$ cat src/rtl/scalar_mul_sequencer.sv
// scalar_mul_sequencer
//   Sequential single-multiplier engine for matrix scalar multiply. On an
//   accepted start it latches the operands, then writes one product per clock
//   (row-major over the active m x n region) into the result register.
//
//   clk          : rising-edge clock
//   reset        : asynchronous active-low reset
//   start        : run request, sampled only while idle
//   m, n         : active rows / columns, legal 1..MAX_DIM
//   scalar_value : unsigned scalar multiplier
//   matrix_a     : operand, element (i,j) at [(i*MAX_DIM+j)*ELEM_W +: ELEM_W]
//   busy         : high while running
//   done         : one-cycle pulse when the result is complete
//   error        : one-cycle pulse when a start is rejected (illegal m/n)
//   valid        : result holds a completed product
//   scalar_mul   : result matrix, same packing as matrix_a
module scalar_mul_sequencer #(
    parameter int unsigned MAX_DIM  = 5,
    parameter int unsigned ELEM_W   = 8,
    parameter int unsigned SCALAR_W = 4
) (
    input  logic                              clk,
    input  logic                              reset,
    input  logic                              start,
    input  logic [2:0]                        m,
    input  logic [2:0]                        n,
    input  logic [SCALAR_W-1:0]               scalar_value,
    input  logic [MAX_DIM*MAX_DIM*ELEM_W-1:0] matrix_a,
    output logic                              busy,
    output logic                              done,
    output logic                              error,
    output logic                              valid,
    output logic [MAX_DIM*MAX_DIM*ELEM_W-1:0] scalar_mul
);

    localparam int unsigned MAT_W = MAX_DIM * MAX_DIM * ELEM_W;
    localparam int unsigned OFF_W = $clog2(MAT_W);
    localparam int unsigned DIM_W = 3;

    typedef enum logic {
        IDLE = 1'b0,
        RUN  = 1'b1
    } state_e;

    state_e              state_q, state_d;
    logic [DIM_W-1:0]    m_q, m_d;
    logic [DIM_W-1:0]    n_q, n_d;
    logic [DIM_W-1:0]    row_q, row_d;
    logic [DIM_W-1:0]    col_q, col_d;
    logic [SCALAR_W-1:0] scalar_q, scalar_d;
    logic [MAT_W-1:0]    mat_q, mat_d;
    logic [MAT_W-1:0]    res_q, res_d;
    logic                busy_q, busy_d;
    logic                done_q, done_d;
    logic                error_q, error_d;
    logic                valid_q, valid_d;

    logic [OFF_W-1:0]    bit_off_c;
    logic [ELEM_W-1:0]   a_elem_c;
    logic                dims_ok_c;

    // Bit offset of the element currently being processed
    assign bit_off_c = (OFF_W'(row_q) * OFF_W'(MAX_DIM) + OFF_W'(col_q)) * OFF_W'(ELEM_W);
    assign a_elem_c  = mat_q[bit_off_c +: ELEM_W];

    assign dims_ok_c = (m != '0) && (m <= DIM_W'(MAX_DIM)) &&
                       (n != '0) && (n <= DIM_W'(MAX_DIM));

    // Next-state and output logic
    always_comb begin
        state_d  = state_q;
        m_d      = m_q;
        n_d      = n_q;
        row_d    = row_q;
        col_d    = col_q;
        scalar_d = scalar_q;
        mat_d    = mat_q;
        res_d    = res_q;
        busy_d   = busy_q;
        valid_d  = valid_q;
        done_d   = 1'b0;
        error_d  = 1'b0;

        unique case (state_q)
            IDLE: begin
                if (start) begin
                    valid_d = 1'b0;
                    res_d   = '0;
                    if (dims_ok_c) begin
                        m_d      = m;
                        n_d      = n;
                        scalar_d = scalar_value;
                        mat_d    = matrix_a;
                        row_d    = '0;
                        col_d    = '0;
                        busy_d   = 1'b1;
                        state_d  = RUN;
                    end else begin
                        error_d = 1'b1;
                    end
                end
            end
            RUN: begin
                // Product truncated to ELEM_W bits (mod 2^ELEM_W)
                res_d[bit_off_c +: ELEM_W] = a_elem_c * ELEM_W'(scalar_q);
                if (col_q == n_q - DIM_W'(1)) begin
                    col_d = '0;
                    if (row_q == m_q - DIM_W'(1)) begin
                        row_d   = '0;
                        busy_d  = 1'b0;
                        done_d  = 1'b1;
                        valid_d = 1'b1;
                        state_d = IDLE;
                    end else begin
                        row_d = row_q + DIM_W'(1);
                    end
                end else begin
                    col_d = col_q + DIM_W'(1);
                end
            end
            default: state_d = IDLE;
        endcase
    end

    // State and output registers
    always_ff @(posedge clk or negedge reset) begin
        if (!reset) begin
            state_q  <= IDLE;
            m_q      <= '0;
            n_q      <= '0;
            row_q    <= '0;
            col_q    <= '0;
            scalar_q <= '0;
            mat_q    <= '0;
            res_q    <= '0;
            busy_q   <= 1'b0;
            done_q   <= 1'b0;
            error_q  <= 1'b0;
            valid_q  <= 1'b0;
        end else begin
            state_q  <= state_d;
            m_q      <= m_d;
            n_q      <= n_d;
            row_q    <= row_d;
            col_q    <= col_d;
            scalar_q <= scalar_d;
            mat_q    <= mat_d;
            res_q    <= res_d;
            busy_q   <= busy_d;
            done_q   <= done_d;
            error_q  <= error_d;
            valid_q  <= valid_d;
        end
    end

    assign busy       = busy_q;
    assign done       = done_q;
    assign error      = error_q;
    assign valid      = valid_q;
    assign scalar_mul = res_q;

endmodule

$ cat config.mk
export PLATFORM = sky130hd
export DESIGN_NAME = scalar_mul_sequencer
export DESIGN_NICKNAME = d
export VERILOG_FILES = /design/src/rtl/scalar_mul_sequencer.sv
export SDC_FILE = /design/constraint.sdc
export NUM_CORES = 1
export LEC_CHECK = 0
export CELL_PAD_IN_SITES_DETAIL_PLACEMENT = 1
export CELL_PAD_IN_SITES_GLOBAL_PLACEMENT = 1
export CORE_ASPECT_RATIO = 0.5
export CORE_UTILIZATION = 45
export CTS_BUF_LIST = sky130_fd_sc_hd__clkbuf_4
export DETAILED_ROUTE_END_ITERATION = 8
export PLACE_DENSITY_LB_ADDON = 0.05
export SYNTH_ARGS = -nofsm -noshare
export SYNTH_HDL_FRONTEND = slang
export SYNTH_SLANG_ARGS = --single-unit
$ cat constraint.sdc
create_clock -name clk -period 13.1 [get_ports clk]
set_input_delay 1.31 -clock clk [delete_from_list [all_inputs] [get_ports clk]]
set_output_delay 1.31 -clock clk [all_outputs]
set_load 0.02 [all_outputs]
==> impl_results.md, run 1 <==
* Max cap viols at 0
* Ys async rst share at 1.000
* Drt first-iter violations at 695
* Status: completed
* Number of global-route vias before repair at 15.07k
* # nets final at 2137
* Setup WS pre-CTS at 5.786 ns
* Final setup fails at 0
* Layout area overhead at 31.29%
* Register Area at 10540 sq um
* CTS-repair resized insts at 0
* Die footprint at 42740 sq um
* Root Buffer: clkbuf_4
* Routed WL per cell at 22.63 microns
* Synth Cell Area at 18840 sq um
* Post-CTS Setup Bufs at 0
* Largest net degree at the start of global routing at 171
* R2r startpoint: row_q[0]
* RSZ-0062 raised after global routing: false
* GP Congestion at 0.9080
* Global-route wire length before repair at 89840 microns
* Slew Viols, Final at 0
* Sequential fraction of the synthesis area at 0.5592
* Least-Margin Pin Slew at 1.223 ns
* Final Hold Fails at 0
* DR vias at 13.44k
* Worst-Skew Late Latency at 0.80 ns
* Post-synth EDFFs at 0
* Req. time, crit path at 13.71 ns
* Multi-input gate area at 7829 sq um
* Clk buf depth at 3
* H-tree levels at 3
* CP most frequent cell: ha_1
* Final worst setup slack at 5.813 ns
* FF-to-FF setup slack at 5.81 ns
* RR Endpoint: scalar_mul[7]
* DP HPWL at 40040 microns
* Syn avg cell area at 12.90 sq um
* Overflow after GRT at 0
* R2R cell count at 22
* Top_reg_cell synth: dfrtp_1
* Slew margin rel. at 0.1803
* Critical Path AT at 7.90 ns
* Worst Path Max Fanout at 31
* CTS Hold Bufs at 0
* Initial Util at 0.4611
* Setup TNS at 0 ns
* Kind of critical path: reg2reg
* Yosys reg bits at 421
* Final min period at 7.287 ns
* CP endpoint kind: flop
* I/O pins at 417
* CP endpoint: scalar_mul[7]
* Clock slew at reported path FFs at 0.07 ns
* Share of cells above drive strength 1 at 0.2250
* CP startpoint kind: flop
* Crit-path slowest cell: fa_2
* Num CTS Buffers at 98
* Initial antenna violation count at 3
* Worst hold path type: reg2reg
* PortBufs at 416
* Gr usage total at 0.2740
* TritonCTS clock tree: done
* Die X-Extent at 291.4 microns
* Worst path cell trace: ha_1, ha_1, inv_1, fa_2, nand2b_1, nor3_2, nand2_1, o211ai_1, o21ai_0, or2_2, fa_1, inv_1, fa_1, ha_1, a21o_1, a21oi_1, o21bai_1, a21oi_1, xnor2_1, xnor2_1, xnor3_2, o21ai_0
* Final antenna-violating net count at 0
* Clock Sinks at 421
* Via-to-Cell Ratio at 5.345
* Die height at 146.7 microns
* Max Freq at 137.2 MHz
* Drc violations at 0
* CP max stage delay at 1.06 ns
* Clk_skew at 0.04324 ns
* Syn_nets at 1704
* Fillers at 4107
* Routed wire length at 56920 microns
* Synth Warn # at 0
* Core area at 40860 sq um
* Fin crit share at 0.5563
* Synthesized instance count at 1460
* DR pass1 iterations at 5
* Rows at 52
* Critical Path Source: row_q[0]
* Netlist cell types at 47
critical path: cells and delay by family, from the launching register on:
family                     cells  cell delay [ns]
adders and majority gates      6             3.03
AOI/OAI and AO/OA              7             1.22
and+or+nand+nor                4             1.21
xor gates and xnor gates       3             1.03
DFF                            1             0.48
buffers and inverters          2             0.11
cell usage after synthesis, types with 12 or more instances:
master,count,area share
mux4_1,15,0.021
clkbuf_1,73,0.015
nand2_1,197,0.039
ha_1,21,0.014
mux2_2,208,0.12
dfrtp_1,421,0.56
buf_2,14,0.0037
o21ai_0,114,0.030
nand3_1,79,0.021
nor2_1,27,0.0054
inv_1,28,0.0056
xnor2_1,12,0.0056
mux4_2,38,0.045
mux2i_1,103,0.055
layout by cell type, fill, tap and decap left out, types with 3 or more instances in the layout:
cell type        netlist  layout
o211ai_1               3       3
fa_1                  10       9
mux4_1                15      15
nand2_2                5       5
inv_1                 28      28
a21o_1                 3       3
xor2_1                10       8
nor2_1                27      27
clkinv_1               0      35
a31oi_1                4       4
bufinv_16              0       3
clkdlybuf4s50_1        0     415
and2_1                 4       4
nand2b_1               5       5
nand3_1               79      79
nand2_1              197     196
mux2i_1              103     103
buf_4                  0      15
xnor2_1               12      10
ha_1                  21      19
nor3_1                 8       5
dfrtp_1              421     421
mux4_2                38      38
clkbuf_4               0     140
mux2i_4                7       7
nor3_2                 1       4
o21ai_2                4       4
mux2_2               208     208
a21oi_1                8       8
nor2b_1                3       3
o21ai_0              114     114
or2_2                  4       4
sequential cells by signal, indices dropped and copies added (netlist names):
signal and cells:
col_q 3, mat_q 200, m_q 3, state_q 1
error 1, scalar_q 4, valid 1, scalar_mul 200
busy 1, n_q 3, row_q 3, done 1
worst min path at each step:
stage / end / slack, ns / cells past startpoint / start
floorplan: mat_q[108] / 0.47 / 1 / mat_q[108]
global placement: valid / 0.46 / 1 / valid
detailed placement: valid / 0.47 / 1 / valid
CTS: valid / 0.48 / 1 / valid
global route: valid / 0.52 / 1 / valid
finish: valid / 0.47 / 1 / valid
layout make-up:
class | count | share of cell area
clock inverters | 40 | 0.009459
repair buffers | 432 | 0.1739
flip-flops and latches | 421 | 0.4259
well taps | 540 | 0.02731
inverters | 28 | 0.004249
clock buffers | 140 | 0.04249
diodes | 2 | 0.0002023
multi-input cells | 912 | 0.3165
layer usage:
metal,vias to the layer above,global-route usage,wire (microns)
met5,-,0,13
met4,2,0.07816,1137
met3,77,0.05861,2417
met2,308,0.4837,30000
met1,6996,0.3401,23350
li1,6060,-,-
logic make-up (layout without fill, tap and decap cells):
family | count (synthesis) | in the layout | synth area share
other cells | 0 | 2 | 0
simple gates | 340 | 340 | 0.07757
flops | 421 | 421 | 0.5592
compound gates | 147 | 147 | 0.04290
buf+inv | 127 | 640 | 0.03055
fa+ha+maj | 31 | 31 | 0.02457
xor+xnor | 23 | 23 | 0.01149
mux | 371 | 371 | 0.2538
per-stage QoR:
step	util	hold WS (ns)	instances	instance area, sq um
after global routing	0.6053	0.5177	2514	24730
final	0.6054	0.4734	2515	24740
after CTS	0.6053	0.4803	2513	24730
after floorplan	-	0.4720	1460	18840
after detailed placement	0.5738	0.4650	2333	23450
after global placement	0.5738	0.4632	2333	23450
Power of run 1 is not shown: default switching activity piles up to over one toggle a cycle in this logic, so the estimate is an artifact.
==> inputs of run 2 (changes only) <==
Settings changed: CORE_UTILIZATION 45 to 38.
Clock period 13.1 ns to 6.5 ns, I/O delays scaled along.
==> run 2 against run 1 <==
Effect of this change: count of clock-buffer cells in the layout up 3; die area up 18%; utilization down 9.2 points; flip-flop and latch count unchanged; critical path type unchanged; critical endpoint is now scalar_mul[79].
==> impl_results.md, run 2 (synthesized netlist as in run 1, its figures left out) <==
* Kind of critical path: reg2reg (unchanged)
* Final Hold Fails at 0 (unchanged)
* Max cap viols at 0 (unchanged)
* GP Congestion at 0.8473 (was 0.9080)
* Clk buf depth at 3 (unchanged)
* Share of cells above drive strength 1 at 0.2371 (was 0.2250)
* Status: completed (unchanged)
* Root Buffer: clkbuf_4 (unchanged)
* Global-route wire length before repair at 89710 microns (was 89840 microns)
* PortBufs at 416 (unchanged)
* Die footprint at 50530 sq um (was 42740 sq um)
* CP startpoint kind: flop (unchanged)
* Final Cell Area at 25000 sq um (was 24740 sq um)
* Fin crit share at 0.9687 (was 0.5563)
* CP endpoint kind: flop (unchanged)
* Drc violations at 0 (unchanged)
* Most frequent cells in the layout: dfrtp_1, clkdlybuf4s50_1, mux2_2 (unchanged)
* Clock Sinks at 421 (unchanged)
* Rows at 57 (was 52)
* # nets final at 2160 (was 2137)
* Routed wire length at 57620 microns (was 56920 microns)
* Fillers at 5028 (was 4107)
* Critical Path AT at 7.01 ns (was 7.90 ns)
* Max Freq at 158.8 MHz (was 137.2 MHz)
* H-tree levels at 3 (unchanged)
* Drt first-iter violations at 660 (was 695)
* Slew Viols, Final at 0 (unchanged)
* Worst-Skew Late Latency at 0.84 ns (was 0.80 ns)
* Layout area overhead at 32.67% (was 31.29%)
* Gr usage total at 0.2326 (was 0.2740)
* Die height at 159.5 microns (was 146.7 microns)
* Commonest non-fill, non-tap cell in the layout: dfrtp_1 (unchanged)
* DP HPWL at 40400 microns (was 40040 microns)
* I/O pins at 417 (unchanged)
* Routed WL per cell at 21.97 microns (was 22.63 microns)
* DR pass1 iterations at 4 (was 5)
* Via-to-Cell Ratio at 5.115 (was 5.345)
* Overflow after GRT at 0 (unchanged)
* Worst Path Max Fanout at 10 (was 31)
* Number of global-route vias before repair at 14.96k (was 15.07k)
* Dpl cell area at 23730 sq um (was 23450 sq um)
* Initial Util at 0.3868 (was 0.4611)
* TritonCTS clock tree: done (unchanged)
* Core area at 48710 sq um (was 40860 sq um)
* Clk_skew at 0.04717 ns (was 0.04324 ns)
* Least-Margin Pin Slew at 1.077 ns (was 1.223 ns)
* Final min period at 6.297 ns (was 7.287 ns)
* Req. time, crit path at 7.21 ns (was 13.71 ns)
* DR vias at 13.42k (was 13.44k)
* Slew margin rel. at 0.2779 (was 0.1803)
* RSZ-0062 raised after global routing: false (unchanged)
* Final setup fails at 0 (unchanged)
* Worst hold path type: in2async (was reg2reg)
* Final antenna-violating net count at 0 (unchanged)
* Largest net degree at the start of global routing at 148 (was 171)
* Die X-Extent at 316.9 microns (was 291.4 microns)
* Clock slew at reported path FFs at 0.07 ns (about the same)
* Num CTS Buffers at 102 (was 98)
* Initial antenna violation count at 5 (was 3)
run 2: cell count changes in the layout (fill, tap and decap cells not counted), moves of 3 or more:
cell and delta:
clkinv_1 -24, buf_4 +11, buf_12 +6, clkbuf_4 +3
run 2: critical path, stage by stage, from the launching register on:
cell and delay [ns]:
dfrtp_2 0.47, ha_1 0.31, ha_1 0.30, inv_1 0.06
fa_2 0.60, buf_12 0.15, mux4_1 0.30, mux4_2 0.52
mux2_2 0.33, and2_1 0.19, fa_1 0.54, inv_1 0.05
fa_1 0.48, inv_1 0.04, ha_1 0.26, inv_1 0.13
o21bai_1 0.10, a21oi_1 0.18, xnor2_1 0.12, xnor2_2 0.29
xnor3_4 0.45, buf_4 0.19, mux2i_4 0.13
run 2: layout make-up:
type                       instances  area [sq um]  share of cell area
clock inverter                    15         87.58            0.003504
antenna                            4         10.01           0.0004004
sequential                       421         10540              0.4215
inverter                          28         105.1            0.004205
multi-input combinational        913          7858              0.3143
tap                              649         812.0             0.03249
clock buffer                     143          1074             0.04295
timing repair buffer             450          4514              0.1806
run 2: timing repair:
action / 4_1_cts / 5_1_grt
hold buffers: 1 / 0
gates cloned: 0 / 1
gates resized for setup: 1 / 6
setup endpoints to repair: 20 / 25
endpoints found under the hold margin: 112 / 0
pin swaps: 0 / 2
setup buffers: 0 / 3
run 2: per-layer routing:
metal / global-route usage / share of wire
met1: 0.2886 / 0.41
met3: 0.05236 / 0.040
met5: 0 / 0
met4: 0.06469 / 0.022
met2: 0.4055 / 0.52
run 2: stage by stage:
stage / worst slack [ns] / util / hold WS (ns) / cells / setup TNS, ns
3_5_place_dp: -0.1305 / 0.4872 / 0.4744 / 2456 / -1.176
6_report: 0.2034 / 0.5132 / 0.4175 / 2623 / 0
3_3_place_gp: 0.09086 / 0.4872 / 0.4640 / 2456 / 0
5_1_grt: 0.02885 / 0.5132 / 0.3487 / 2623 / 0
4_1_cts: 0.06708 / 0.5113 / 0.3427 / 2615 / 0
2_1_floorplan: 0.3013 / - / 0.3544 / 1460 / 0
run 2: final timing paths:
check	slack (ns)	depth (start not counted)	startpoint	to
setup / recovery	0.20	22	row_q[0]	scalar_mul[79]
hold / removal	0.42	2	reset	scalar_mul[116]
setup reg to reg	0.20	22	row_q[0]	scalar_mul[79]
hold reg to reg	0.48	1	valid	valid
max in group asynchronous	4.43	3	reset	scalar_mul[176]
min in group clk	0.42	3	scalar_value[2]	scalar_q[2]
Power of run 2 is left out for the same reason.
